`src/rtl/uart_rx_fifo.sv`:
```
// uart_rx_fifo: 8N1 serial receiver with mid-bit sampling feeding a
// first-word-fall-through byte FIFO with a valid/ready consumer interface.
// Optional build macro UART_RX_PARITY_EN switches the frame to 8E1 and adds
// the parity_err output.
module uart_rx_fifo #(
    parameter int unsigned CLKS_PER_BIT = 434,
    parameter int unsigned DEPTH        = 8
) (
    input  logic                     clk,
    input  logic                     rstb,
    input  logic                     uart_rx,
    output logic [7:0]               rx_data,
    output logic                     rx_valid,
    input  logic                     rx_ready,
    output logic [$clog2(DEPTH):0]   fifo_level,
    output logic                     frame_err,
    output logic                     overrun
`ifdef UART_RX_PARITY_EN
    ,
    output logic                     parity_err
`endif
);

    localparam int unsigned CW = $clog2(CLKS_PER_BIT);
    localparam int unsigned PW = $clog2(DEPTH);
    localparam int unsigned LW = PW + 1;

    localparam logic [CW-1:0] HalfLast = CW'(CLKS_PER_BIT / 2 - 1);
    localparam logic [CW-1:0] BitLast  = CW'(CLKS_PER_BIT - 1);
    localparam logic [LW-1:0] Full     = LW'(DEPTH);

    typedef enum logic [2:0] {
        StIdle,
        StStart,
        StData,
        StStop,
        StWaitHigh
`ifdef UART_RX_PARITY_EN
        ,
        StParity
`endif
    } state_e;

    // ------------------------------------------------------------------
    // Receiver
    // ------------------------------------------------------------------
    logic          rx_meta;
    logic          rx_s;
    state_e        state;
    logic [CW-1:0] cnt;
    logic [2:0]    bit_idx;
    logic [7:0]    shreg;
    logic          push_req;
`ifdef UART_RX_PARITY_EN
    logic          par_bad;
`endif

    // Two-flop synchronizer; resets to the idle (high) line level.
    always_ff @(posedge clk) begin
        if (!rstb) begin
            rx_meta <= 1'b1;
            rx_s    <= 1'b1;
        end else begin
            rx_meta <= uart_rx;
            rx_s    <= rx_meta;
        end
    end

    // Frame FSM: start qualification, bit sampling, stop check, error pulses.
    always_ff @(posedge clk) begin
        if (!rstb) begin
            state     <= StIdle;
            cnt       <= '0;
            bit_idx   <= '0;
            shreg     <= '0;
            push_req  <= 1'b0;
            frame_err <= 1'b0;
`ifdef UART_RX_PARITY_EN
            par_bad    <= 1'b0;
            parity_err <= 1'b0;
`endif
        end else begin
            push_req  <= 1'b0;
            frame_err <= 1'b0;
`ifdef UART_RX_PARITY_EN
            parity_err <= 1'b0;
`endif
            unique case (state)
                StIdle: begin
                    if (!rx_s) begin
                        cnt   <= '0;
                        state <= StStart;
                    end
                end

                // Re-check the line at mid start bit to reject glitches.
                StStart: begin
                    if (cnt == HalfLast) begin
                        if (rx_s) begin
                            state <= StIdle;
                        end else begin
                            cnt     <= '0;
                            bit_idx <= '0;
                            state   <= StData;
                        end
                    end else begin
                        cnt <= cnt + 1'b1;
                    end
                end

                // Sampling point is now mid-bit; one full bit period per sample.
                StData: begin
                    if (cnt == BitLast) begin
                        cnt     <= '0;
                        shreg   <= {rx_s, shreg[7:1]};
                        bit_idx <= bit_idx + 1'b1;
                        if (bit_idx == 3'd7) begin
`ifdef UART_RX_PARITY_EN
                            state <= StParity;
`else
                            state <= StStop;
`endif
                        end
                    end else begin
                        cnt <= cnt + 1'b1;
                    end
                end

`ifdef UART_RX_PARITY_EN
                // Even parity: data bits plus parity bit must XOR to zero.
                StParity: begin
                    if (cnt == BitLast) begin
                        cnt     <= '0;
                        par_bad <= ^{shreg, rx_s};
                        state   <= StStop;
                    end else begin
                        cnt <= cnt + 1'b1;
                    end
                end
`endif

                // Frame error wins over parity error; a bad byte is never pushed.
                StStop: begin
                    if (cnt == BitLast) begin
                        cnt <= '0;
                        if (rx_s) begin
`ifdef UART_RX_PARITY_EN
                            if (par_bad) begin
                                parity_err <= 1'b1;
                            end else begin
                                push_req <= 1'b1;
                            end
`else
                            push_req <= 1'b1;
`endif
                            state <= StIdle;
                        end else begin
                            frame_err <= 1'b1;
                            state     <= StWaitHigh;
                        end
                    end else begin
                        cnt <= cnt + 1'b1;
                    end
                end

                // Hold off until the line returns high so a break yields no bytes.
                StWaitHigh: begin
                    if (rx_s) begin
                        state <= StIdle;
                    end
                end

                default: state <= StIdle;
            endcase
        end
    end

    // ------------------------------------------------------------------
    // First-word-fall-through FIFO
    // ------------------------------------------------------------------
    logic [7:0]    mem [DEPTH];
    logic [PW-1:0] wr_ptr;
    logic [PW-1:0] rd_ptr;
    logic [LW-1:0] level;
    logic          pop;
    logic          full;
    logic          do_write;

    assign rx_valid   = (level != '0);
    assign rx_data    = mem[rd_ptr];
    assign fifo_level = level;

    // A push into a full FIFO is still accepted when the head leaves this cycle.
    always_comb begin
        pop      = rx_valid && rx_ready;
        full     = (level == Full);
        do_write = push_req && (!full || pop);
    end

    // Storage, pointers, occupancy and the overrun pulse.
    always_ff @(posedge clk) begin
        if (!rstb) begin
            mem     <= '{default: '0};
            wr_ptr  <= '0;
            rd_ptr  <= '0;
            level   <= '0;
            overrun <= 1'b0;
        end else begin
            overrun <= push_req && full && !pop;
            if (do_write) begin
                mem[wr_ptr] <= shreg;
                wr_ptr      <= wr_ptr + 1'b1;
            end
            if (pop) begin
                rd_ptr <= rd_ptr + 1'b1;
            end
            case ({do_write, pop})
                2'b10:   level <= level + 1'b1;
                2'b01:   level <= level - 1'b1;
                default: level <= level;
            endcase
        end
    end

endmodule

```
`config.mk`:
```
export PLATFORM = sky130hd
export DESIGN_NAME = uart_rx_fifo
export DESIGN_NICKNAME = d
export VERILOG_FILES = /design/src/rtl/uart_rx_fifo.sv
export SDC_FILE = /design/constraint.sdc
export NUM_CORES = 1
export LEC_CHECK = 0
export CAP_MARGIN = 20
export CELL_PAD_IN_SITES_DETAIL_PLACEMENT = 1
export CELL_PAD_IN_SITES_GLOBAL_PLACEMENT = 1
export CORE_MARGIN = 1
export CORE_UTILIZATION = 30
export DETAILED_ROUTE_END_ITERATION = 7
export PLACE_DENSITY = 0.61
export SYNTH_ARGS = -nofsm -noshare
export SYNTH_HDL_FRONTEND = slang
export SYNTH_SLANG_ARGS = --single-unit
```
`constraint.sdc`:
```
create_clock -name clk -period 2.8 [get_ports clk]
set_input_delay 0.28 -clock clk [delete_from_list [all_inputs] [get_ports clk]]
set_output_delay 0.28 -clock clk [all_outputs]
set_load 0.005 [all_outputs]
```
Word level (Yosys, flattened, before mapping)
Index checks and enable logic that the tools add are counted.

operators by class
  add/subtract/negate cells = 6
  $lt $le $gt $ge = 3
  equal/unequal tests = 17
  muxes and demuxes = 26
  bitwise gates (word level) = 2
  reductions and logical operators = 18

operator list
  kind                                                                  number
  64-bit bitwise mux                                                    1
  3-bit two-way mux                                                     10
  9-bit two-way mux                                                     3
  9-bit one-hot mux with 3 select lines                                 1
  8-bit binary-select mux with 3-bit select                             1
  8-bit demux with 3-bit select                                         1
  8-bit two-way mux                                                     3
  3-bit one-hot mux with 5 select lines                                 1
  2-bit inequality test, second input constant                          7
  3-bit by 1-bit adder with 3-bit output, second input constant         3
  9-bit by 1-bit adder with 9-bit output, second input constant         1
  9-bit by 8-bit == test with 1-bit output, second input constant       1
  9-bit == test, second input constant                                  1
  4-bit >= comparator, second input constant                            2
  3-bit NOT with 4-bit output                                           2
  4-bit one-hot mux with 2 select lines                                 1
  3-bit by 2-bit == test with 1-bit output, second input constant       2
  3-bit == test, second input constant                                  2
  3-bit one-hot mux with 2 select lines                                 1
  6-bit AND reduction                                                   1
  1-bit logical AND                                                     5
  4-bit by 1-bit adder with 4-bit output, second input constant         1
  4-bit == test, second input constant                                  1
  4-bit by 1-bit < comparator with 1-bit output, second input constant  1
  other kinds (16)                                                      19

word-level totals
  register bits = 102
  input port bits = 4
  output and inout port bits = 15
  word-level logic and storage cells = 92

Depth between registers and ports, before layout
Gate-level depths: netlist (run 1).

  word-level depth = 6
  mapped depth = 12
  gate-level depth less buffers = 10

Worst setup path after synthesis (run 1)
Ideal clock, no wire load.

  path kind = register to register
  start = register level[1], in the netlist fifo_level[1]
  end = register level[2], in the netlist fifo_level[2]
  library setup time = 0.070 ns
  data arrival time = 2.412 ns
  data required time = 2.730 ns
  setup slack = 0.318 ns
  cell stages (with the launch flop) = 12
  path buffers = 1
  period minus slack after synthesis = 2.482 ns
  cells stage by stage = dfxtp_1 > buf_6 > or4_1 > nand2_1 > inv_1 > ha_1 > xor2_1 > ha_1 > a21oi_1 > xor2_1 > or3_1 > a21oi_1

between the ends
  longest elaborated chain between the ends = 6
  elaborated cells on any way between the ends = 12
  classes of those cells = add/sub (2); eq/ne (3); mux (1); reduce/logical (6)

RTL lines
  item                                                                                line  source
  start, declared                                                                     184   logic [LW-1:0] level;
  start signal, assigned                                                              218   2'b10: level <= level + 1'b1;
  start signal, assigned                                                              219   2'b01: level <= level - 1'b1;
  start signal, assigned                                                              220   default: level <= level;
  4-bit nonzero test (*)                                                              189   assign rx_valid = (level != '0);
  via rx_valid                                                                        13    output logic rx_valid,
  1-bit logical AND (*)                                                               195   pop = rx_valid && rx_ready;
  via pop                                                                             185   logic pop;
  1-bit logical OR                                                                    197   do_write = push_req && (!full || pop);
  1-bit logical AND                                                                   197
  2-bit by 1-bit == test with 1-bit output / 2-bit == test (equally long branches)    217   case ({do_write, pop})
  4-bit one-hot mux with 2 select lines / 2-bit nonzero test (equally long branches)  --

The timed path passes the listed nets; every way through them passes the cells marked *.
A chain may end at the register's enable or synchronous reset.

Worst setup path after layout (run 1)
  start = register level[0], in the netlist fifo_level[0]
  end = register level[2], in the netlist fifo_level[2]

between the ends
  longest elaborated chain between the ends = 6
  elaborated cells on any way between the ends = 12
  classes of those cells = add/sub (2); eq/ne (3); mux (1); reduce/logical (6)

RTL lines
  item                                                                                line
  4-bit nonzero test (*)                                                              189
  1-bit logical AND (*)                                                               195
  via pop                                                                             185
  1-bit logical OR                                                                    197
  1-bit logical AND                                                                   197
  2-bit by 1-bit == test with 1-bit output / 2-bit == test (equally long branches)    217
  4-bit one-hot mux with 2 select lines / 2-bit nonzero test (equally long branches)  --

Marked as above.

==> impl_metrics.csv, run 1 <==
group,metric,value,unit
drt,routed_wl,11.7,mm
synth,syn-instance-count,479,
floorplanning,start_util,0.305,
drt,drt-initial-drc-count,121,
sta,fin_crit,2.61,ns
worst_setup_path,reg2regPathDepth,10,
sta,fin_worst_skew,0.00845,ns
power_and_ir_drop,switching_share,0.214,
global_route,grt_use_total,0.154,
floorplanning,die_h,129,um
placement,io_buffer_count,18,
drt,met2_length,5.57,mm
synth,synth_ff_type,"dfxtp_1",
sta,drv_slew,0,
worst_setup_path,crit_fanout,7,
drt,ant_nets,0,
synth,yosysTopAreaCell,"dfxtp_1",
power_and_ir_drop,ir_worst_vdd,0.323,mV
synth,synth_nets,493,
global_route,grt_overflow_total,0,
placement,dpl_cell_area,0.00522,mm2
floorplanning,ios,19,
finish,antenna_cells,0,
synth,netlist_area,0.00483,mm2
synth,synth.avg_cell_area,10.1,um2
run,max-cap-violations,0,
cts,ctsHtreeMaxLevel,3,
drt,vias,3486,
power_and_ir_drop,p_clk_frac,0.470,
floorplanning,rows,46,
synth,synth_edf_count,0,
cts,cts-root-buf,"clkbuf_16",
synth,yosys.cell_count.top_type,"dfxtp_1",
floorplanning,dieArea,0.0166,mm2
hold_path,hold_class,"input pin to flip-flop",
synth,async_flop_share,0,
floorplanning,core-area,0.0158,mm2
status,status,"finished clean",
sta,tightest_slew,0.665,ns
placement,dp_hpwl,7.85,mm
power_and_ir_drop,p_int,2300,uW
global_route,grt_pass1_vias,3668,
global_route,grt_start_max_net_pins,44,
global_route,antenna_found_initial,0,
drt,wire_per_inst,16.5,um
sta,whs,0.294,ns
synth,synth_area_leaders,"dfxtp_1 42%, mux2i_1 15%, mux4_2 7.5%, nand2_1 6.7%, ha_1 2.6%",
worst_setup_path,crit_path_start_kind,"flip-flop",
sta,setup_tns,0,ns
sta,hold_viol_final,0,
worst_setup_path,crit_required,3.09,ns
worst_setup_path,crit_type,"flip-flop to flip-flop",
cts,clock_sinks,102,
cts,cts_max_path_buffers,2,
drt,viasPerCell,4.91,
cts,postCtsHoldBufs,0,
synth,yosys_warnings,0,
power_and_ir_drop,pwr_density_cell,528,mW/mm2
sta,relSlewSlack,0.555,
cts,clk_pin_slew,0.07,ns
cts,post_cts_resized,0,
drt,drc,0,
sta,fmax,0.383,GHz
worst_setup_path,cp_data_arrival_time,2.89,ns
power_and_ir_drop,p_switching,627,uW
cts,cts_buffers,9,
sta,layout_worst_path_cycle_share,0.931,
drt,dr.pass1.iters,4,
drt,wl_met3,210,um
placement,finalWeightedCongestion,0.774,
drt,met1_length,5.78,mm
synth,synth_top_area_share,0.422,
synth,synth_cell_type_count,52,
power_and_ir_drop,p_leak,0.00209,uW
floorplanning,dieWidth,129,um
synth,synth_common_cells,"102 x dfxtp_1, 86 x nand2_1, 74 x mux2i_1, 21 x nor2_1, 16 x mux4_2",
synth,ys_seq_area_frac,0.422,
cts,clk_latency,0.35,ns
drt,top_layer_used,"met4",
sta,rsz0062_at_grt,"false",
synth,synth-seq-cells,102,
power_and_ir_drop,share_seq_of_total_power,0.503,
worst_setup_path,endpoint_kind,"flip-flop",
hold_path,whs_path_depth,2,
global_route,grt_pass1_wl,19.3,mm
cts,cts_tree,"done",
finish,area_growth,14.7,%
cts,post_cts_buffers,0,
power_and_ir_drop,comb_power_share,0.027,
finish,fin_area,0.00555,mm2
finish,drive_gt1_frac,0.130,
finish,layout.nets,503,
sta,finalSetupViolCount,0,
## cells in the final DEF, fill, tap and decap left out, types with 4 or more instances in the layout
cell | Yosys | final
a21oi_1 | 10 | 10
nand2b_1 | 6 | 6
clkbuf_16 | 0 | 9
clkdlybuf4s50_1 | 0 | 17
o21ai_0 | 15 | 15
ha_1 | 10 | 10
mux2_2 | 8 | 8
o22ai_1 | 5 | 5
nand2_1 | 86 | 86
xor2_1 | 6 | 6
xnor2_1 | 4 | 4
mux2i_1 | 74 | 74
inv_1 | 13 | 13
nor2_1 | 21 | 21
mux4_2 | 16 | 16
nand3_1 | 10 | 10
dfxtp_1 | 102 | 102
buf_4 | 5 | 13
nor3_1 | 6 | 6
## logic make-up (layout without fill, tap and decap cells)
logic type	after synthesis	in the layout	share of synthesized area
mux	98	98	0.246
simple gates	163	163	0.169
fa+ha+maj	10	10	0.0259
compound gates	49	49	0.0683
xor+xnor	10	10	0.0181
buf+inv	47	62	0.0494
flops	102	102	0.422
## metal layers
layer  global-route usage  up-vias
met4               0.0561        0
li1                     -     1707
met5                    0        -
met2                0.261       19
met1                0.193     1746
met3               0.0295       14
## critical path: stages (launching register included)
cell and delay [ns]:
dfxtp_1 0.37, or4_1 0.63, nand2_1 0.17, inv_1 0.08
ha_1 0.26, xor2_1 0.16, ha_1 0.18, a21oi_1 0.14
xor2_1 0.10, or3_1 0.31, a21oi_1 0.13
## area by class of cell
class                      instances  area (um2)
clock buffer                      12         246
clock inverter                     4        77.6
fill                            1791       10300
inverter                          14        57.6
multi-input combinational        330        2560
sequential                       102        2040
tap                              216         270
timing repair buffer              32         293
## stage by stage
stage	setup WS, ns	power [uW]	cells	util
2_1_floorplan	0.318	1560	479	-
3_3_place_gp	0.216	1580	694	0.330
3_5_place_dp	0.117	1590	694	0.330
4_1_cts	0.170	2970	710	0.350
5_1_grt	0.0114	3040	710	0.350
6_report	0.192	2930	710	0.350
## path summary, 6_finish.rpt
check	start	to	slack, ns
max	fifo_level[0]	fifo_level[2]	0.19
min	rstb	state[2]	0.29
max reg2reg	fifo_level[0]	fifo_level[2]	0.19
min reg2reg	rx_meta	rx_s	0.41
## registers in the layout (all words and copies together) (netlist names)
name / count
rx_s: 1
shreg: 8
mem: 64
rd_ptr: 3
push_req: 1
rx_meta: 1
overrun: 1
wr_ptr: 3
fifo_level: 4
cnt: 9
state: 3
bit_idx: 3
frame_err: 1
## power by group through the flow
stage / logic [uW] / clock network [uW] / registers (uW)
after floorplan: 57.7 / 0 / 1500
after global placement: 78.7 / 0 / 1510
after detailed placement: 80.4 / 0 / 1510
after CTS: 81.3 / 1410 / 1470
after global routing: 92.6 / 1470 / 1470
final: 79.6 / 1380 / 1470
No activity file was read; power rests on OpenSTA's default activity.
==> inputs of run 2 (changes only) <==
- GPL_ROUTABILITY_DRIVEN: default -> 0
==> results of run 2 <==
Final layout, timing and power as in run 1 (identical DEF).
==> edit 1 (flow settings as in run 2) <==
Build with the macro `UART_RX_PARITY_EN` defined.
--- a/src/rtl/uart_rx_fifo.sv
+++ b/src/rtl/uart_rx_fifo.sv
@@ -2,6 +2,8 @@
 // first-word-fall-through byte FIFO with a valid/ready consumer interface.
 // Optional build macro UART_RX_PARITY_EN switches the frame to 8E1 and adds
 // the parity_err output.
+`define UART_RX_PARITY_EN
+
 module uart_rx_fifo #(
     parameter int unsigned CLKS_PER_BIT = 434,
     parameter int unsigned DEPTH        = 8
Behaviour (old outputs only; new: parity_err): no difference found for any inputs over 10 cycles, from zero or initial values and one cycle with rstb low; that may be too few to reach the edited logic, so the function may still have changed.
==> edit 1 against run 2 <==
Count of clock-buffer cells in the layout is 2 lower. Sequential cell count is 2 higher. Die area is 6.0% higher. Design area is 4.0% higher. Worst hold slack better by 0.031 ns. Via count is 2.9% lower. Critical endpoint unchanged. Routed wire length is 3.6% lower. Maximum frequency hardly changed. Cell count is 0.56% higher. Clock skew is 0.0038 ns higher. Area after synthesis is 6.1% higher. Highest routed layer unchanged. Setup slack better by 0.0012 ns.
Power is not compared: it rests on default switching activity, and its combinational part moved more than twofold at a synthesized area within 25%.
==> edit 1: results (changes against run 2) <==
* Setup Buffers After CTS at 0 (unchanged)
* LEAKAGE at between 0.002 and 0.0025 µW
* Sequential-to-total area share from yosys stat at 40.6% (-1.7 points)
* Pwr Total at between 2000 and 3000 µW
* Ys async rst share at 0% (unchanged)
* Mux cell area share after synthesis at 24.0% (-0.64 points)
* Post-CTS sizing at 0 (unchanged)
* WHS Path Cells at 3 (+1)
* Largest net degree at the start of global routing at 50 (+14%)
* Clock share of power at between 40% and 50%
* Final WL at 11300 µm (-3.6%)
* Pre-CTS WS at 0.182 ns (+0.0647 ns)
* Vias per cell at 4.74 (-3.5%)
* Final Skew at 0.0123 ns (+0.00383 ns)
* Worst R2R Start: fifo_level[1]
* Worst Path Max Fanout at 9 (+2)
* DR iter-0 viols at 109 (-9.9%)
* Worst hold path class: input port to flip-flop
* Top Registers: mem (64), cnt (9), shreg (8)
* Cells after DPL at 698 (+0.58%)
* FF-to-FF setup slack at 0.19 ns
* FF-to-FF path depth at 9 (-1)
* Synth warn at 0 (unchanged)
* Initial antenna violation count at 0 (unchanged)
* DP HPWL at 7670 µm (-2.2%)
* DP Area at 5480 µm² (+4.9%)
* Hold Path End: overrun
* Outcome: complete, no violations
* Vias in the first global route at 3517 (-4.1%)
* Sw power at 731 µW
* Hold Slack at 0.325 ns (+0.0308 ns)
* Sequential Power Share at a little over half
* Setup TNS at 0 ns (unchanged)
* First-pass GRT wire length at 18700 µm (-3.1%)
* Commonest cells post-synth: dfxtp_1 (104), mux2i_1 (78), nor2b_1 (78)
* Via Count at 3384 (-2.9%)
* Synth unique cells at 52 (unchanged)
* Max transition margin at 50.5% (-4.9 points)
* Dominant cells by area after synthesis: dfxtp_1 (41%), mux2i_1 (15%), nor2b_1 (9.5%)
* Post-synthesis xor/xnor area fraction at 3.34% (+1.5 points)
* Cell taking the most area after synthesis: dfxtp_1
* Syn avg cell area at 10.6 µm² (+4.8%)
* Syn Nets at 499 (+1.2%)
* Total Routing Usage GR at 13.7% (-1.6 points)
* ANT cells at 0 (unchanged)
* Compound-cell area share of the yosys netlist at 4.39% (-2.4 points)
* Level count of the clock H-tree at 3 (unchanged)
* CTS Buf Count at 9 (unchanged)
* Adder-cell share of the synthesized area at 2.44% (-0.15 points)
* Port buffer count at 19 (+1)
[edit 1: changes by cell type after synthesis, sizes merged, moves of 4 or more]
cell / change
buf: +5
nor2: -13
o21ai: -4
a21boi: +5
o22ai: -4
or3: +4
and2: +5
mux2i: +4
nand2: -61
nor2b: +75
xnor2: +8
[edit 1: how the worst max path moves through the flow]
stage	from	endpoint	slack, ns	cells past startpoint
global route	fifo_level[1]	fifo_level[2]	0.01	9
floorplan	fifo_level[1]	fifo_level[2]	0.24	11
detailed placement	fifo_level[1]	fifo_level[2]	0.18	9
global placement	fifo_level[0]	fifo_level[2]	0.27	9
finish	fifo_level[1]	fifo_level[2]	0.19	9
CTS	fifo_level[1]	fifo_level[2]	0.15	9
[edit 1: routing by layer]
metal	vias up	track usage, %	wire length, µm
li1	1685	-	-
met4	0	4.28	144
met2	24	23.9	5610
met1	1664	16.5	5250
met3	11	3.64	299
met5	-	0	0
[edit 1: layout make-up]
| cell class | instances | area, µm² |
|---|---|---|
| clock buffers | 10 | 239 |
| clock inverters | 6 | 52.6 |
| fillers | 1838 | 10900 |
| inverters | 10 | 42.5 |
| multi-input cells | 331 | 2790 |
| flip-flops and latches | 104 | 2080 |
| well taps | 220 | 275 |
| repair buffers | 33 | 290 |
[edit 1: worst max-delay path, stage by stage (launching register included)]
cell and delay, ns:
dfxtp_1 0.39, or4_4 0.54, and2_1 0.24, ha_1 0.29, xor2_1 0.17, ha_1 0.19
a21oi_1 0.14, xor2_1 0.09, or3_1 0.30, a21boi_0 0.18
[edit 1: logic make-up after synthesis]
| logic type | after synthesis |
|---|---|
| compound gates | 35 |
| flops | 104 |
| mux | 102 |
| fa+ha+maj | 10 |
| simple gates | 166 |
| xor+xnor | 18 |
| buf+inv | 50 |
==> edit 2 (flow settings as in run 2) <==
Without the edit above. The 5 states of `state_e` get a one-hot encoding in 5 bits.
--- a/src/rtl/uart_rx_fifo.sv
+++ b/src/rtl/uart_rx_fifo.sv
@@ -29,12 +29,12 @@
     localparam logic [CW-1:0] BitLast  = CW'(CLKS_PER_BIT - 1);
     localparam logic [LW-1:0] Full     = LW'(DEPTH);
 
-    typedef enum logic [2:0] {
-        StIdle,
-        StStart,
-        StData,
-        StStop,
-        StWaitHigh
+    typedef enum logic [4:0] {
+        StIdle     = 5'b00001,
+        StStart    = 5'b00010,
+        StData     = 5'b00100,
+        StStop     = 5'b01000,
+        StWaitHigh = 5'b10000
 `ifdef UART_RX_PARITY_EN
         ,
         StParity
Function: no difference found for any inputs over 10 cycles, from zero or initial values and one cycle with rstb low; not proved beyond that.
==> edit 2 against run 2 <==
Count of clock-buffer cells in the layout decreased by 3. Register-to-register slack improved by 0.36 ns. Routed wire length decreased by 1.7%. Setup slack improved by 0.077 ns. Area after synthesis decreased by 0.65%. Sequential cell count increased by 2. Design area decreased by 4.3%. Critical endpoint is now rx_data[1].
Power is not compared: it rests on default switching activity, and its combinational part moved more than twofold at a synthesized area within 25%.
==> edit 2: results (changes against run 2) <==
* M3 GR Usage at 3.74% (+0.79 points)
* Largest net degree at the start of global routing at 75 (+70%)
* Pre-CTS WS at 0.462 ns (+0.345 ns)
* Max transition margin at 58.7% (+3.2 points)
* Hold Slack at 0.244 ns (-0.0508 ns)
* WP data arrival at 2.25 ns (-0.64 ns)
* Met2 Usage GRT at 26.8% (+0.73 points)
* Synth unique cells at 70 (+35%)
* Syn avg cell area at 9.72 µm² (-3.7%)
* Crit path largest cell delay at 0.51 ns (-0.12 ns)
* First-pass GRT wire length at 19500 µm (+1.1%)
* Vias in the first global route at 3756 (+2.4%)
* Via Count at 3629 (+4.1%)
* Final Skew at 0.00905 ns (+0.000593 ns)
* Total Routing Usage GR at 15.3% (-0.041 points)
* Vias per cell at 5.12 (+4.2%)
* Layout cells sized above 1 at 13.9% (+0.90 points)
* Combinational family with the most area after synthesis: simple AND/OR/NAND/NOR gates
* Mux cell area share after synthesis at 10.0% (-15 points)
* Family with the most delay on the worst path: multiplexers
* Drt wl/cell at 16.3 µm (-1.5%)
* Compound-cell area share of the yosys netlist at 14.9% (+8.1 points)
* DR iter-0 viols at 146 (+21%)
* Core area at 15400 µm² (-2.5%)
* Worst Path Max Fanout at 16 (+9)
* Setup WS post-layout at 0.269 ns (+0.0769 ns)
* Outcome: complete, no violations
* FF-to-FF setup slack at 0.55 ns (+0.36 ns)
* Critical Path Slowest Stage Cell: mux4_2
* Met1 Use GR at 18.3% (-0.96 points)
* Worst Setup SP: rd_ptr[0]
* Met1 Routed Length at 5240 µm (-9.4%)
* Dominant cells by area after synthesis: dfxtp_1 (43%), nand3_1 (7.6%), mux4_2 (7.5%)
* DP HPWL at 7610 µm (-3.1%)
* Post-synthesis xor/xnor area fraction at 1.28% (-0.54 points)
* DP Area at 5020 µm² (-3.9%)
* Wire length on met2 at 5850 µm (+4.9%)
## edit 2: changes by cell type in the layout (fill, tap and decap cells not counted), moves of 4 or more
cell	before	now
nor2b_1	3	7
o21ai_0	15	65
o22ai_1	5	1
a21oi_1	10	19
and2_1	1	5
nand2_1	86	34
and3_1	0	4
buf_4	13	4
inv_1	13	5
nand3_1	10	73
mux2i_1	74	2
o21ai_1	0	5
## edit 2: final cells by class
class | instances | area (µm²)
fill | 1811 | 10100
inverter | 5 | 18.8
sequential | 104 | 2080
timing repair buffer | 24 | 245
clock inverter | 7 | 63.8
multi-input combinational | 349 | 2410
tap | 211 | 264
clock buffer | 9 | 225
## edit 2: path summary, 6_finish.rpt
check / to / cells past startpoint
hold reg to reg: rx_s / 1
setup reg to reg: fifo_level[2] / 7
hold / removal: rx_meta / 2
setup / recovery: rx_data[1] / 4
## edit 2: where the power goes
group          total [µW]  switching (µW)  internal [µW]
Combinational         161             108           52.1
Clock                1230             605            622
Sequential           1510            16.1           1490
Total                2890             729           2160
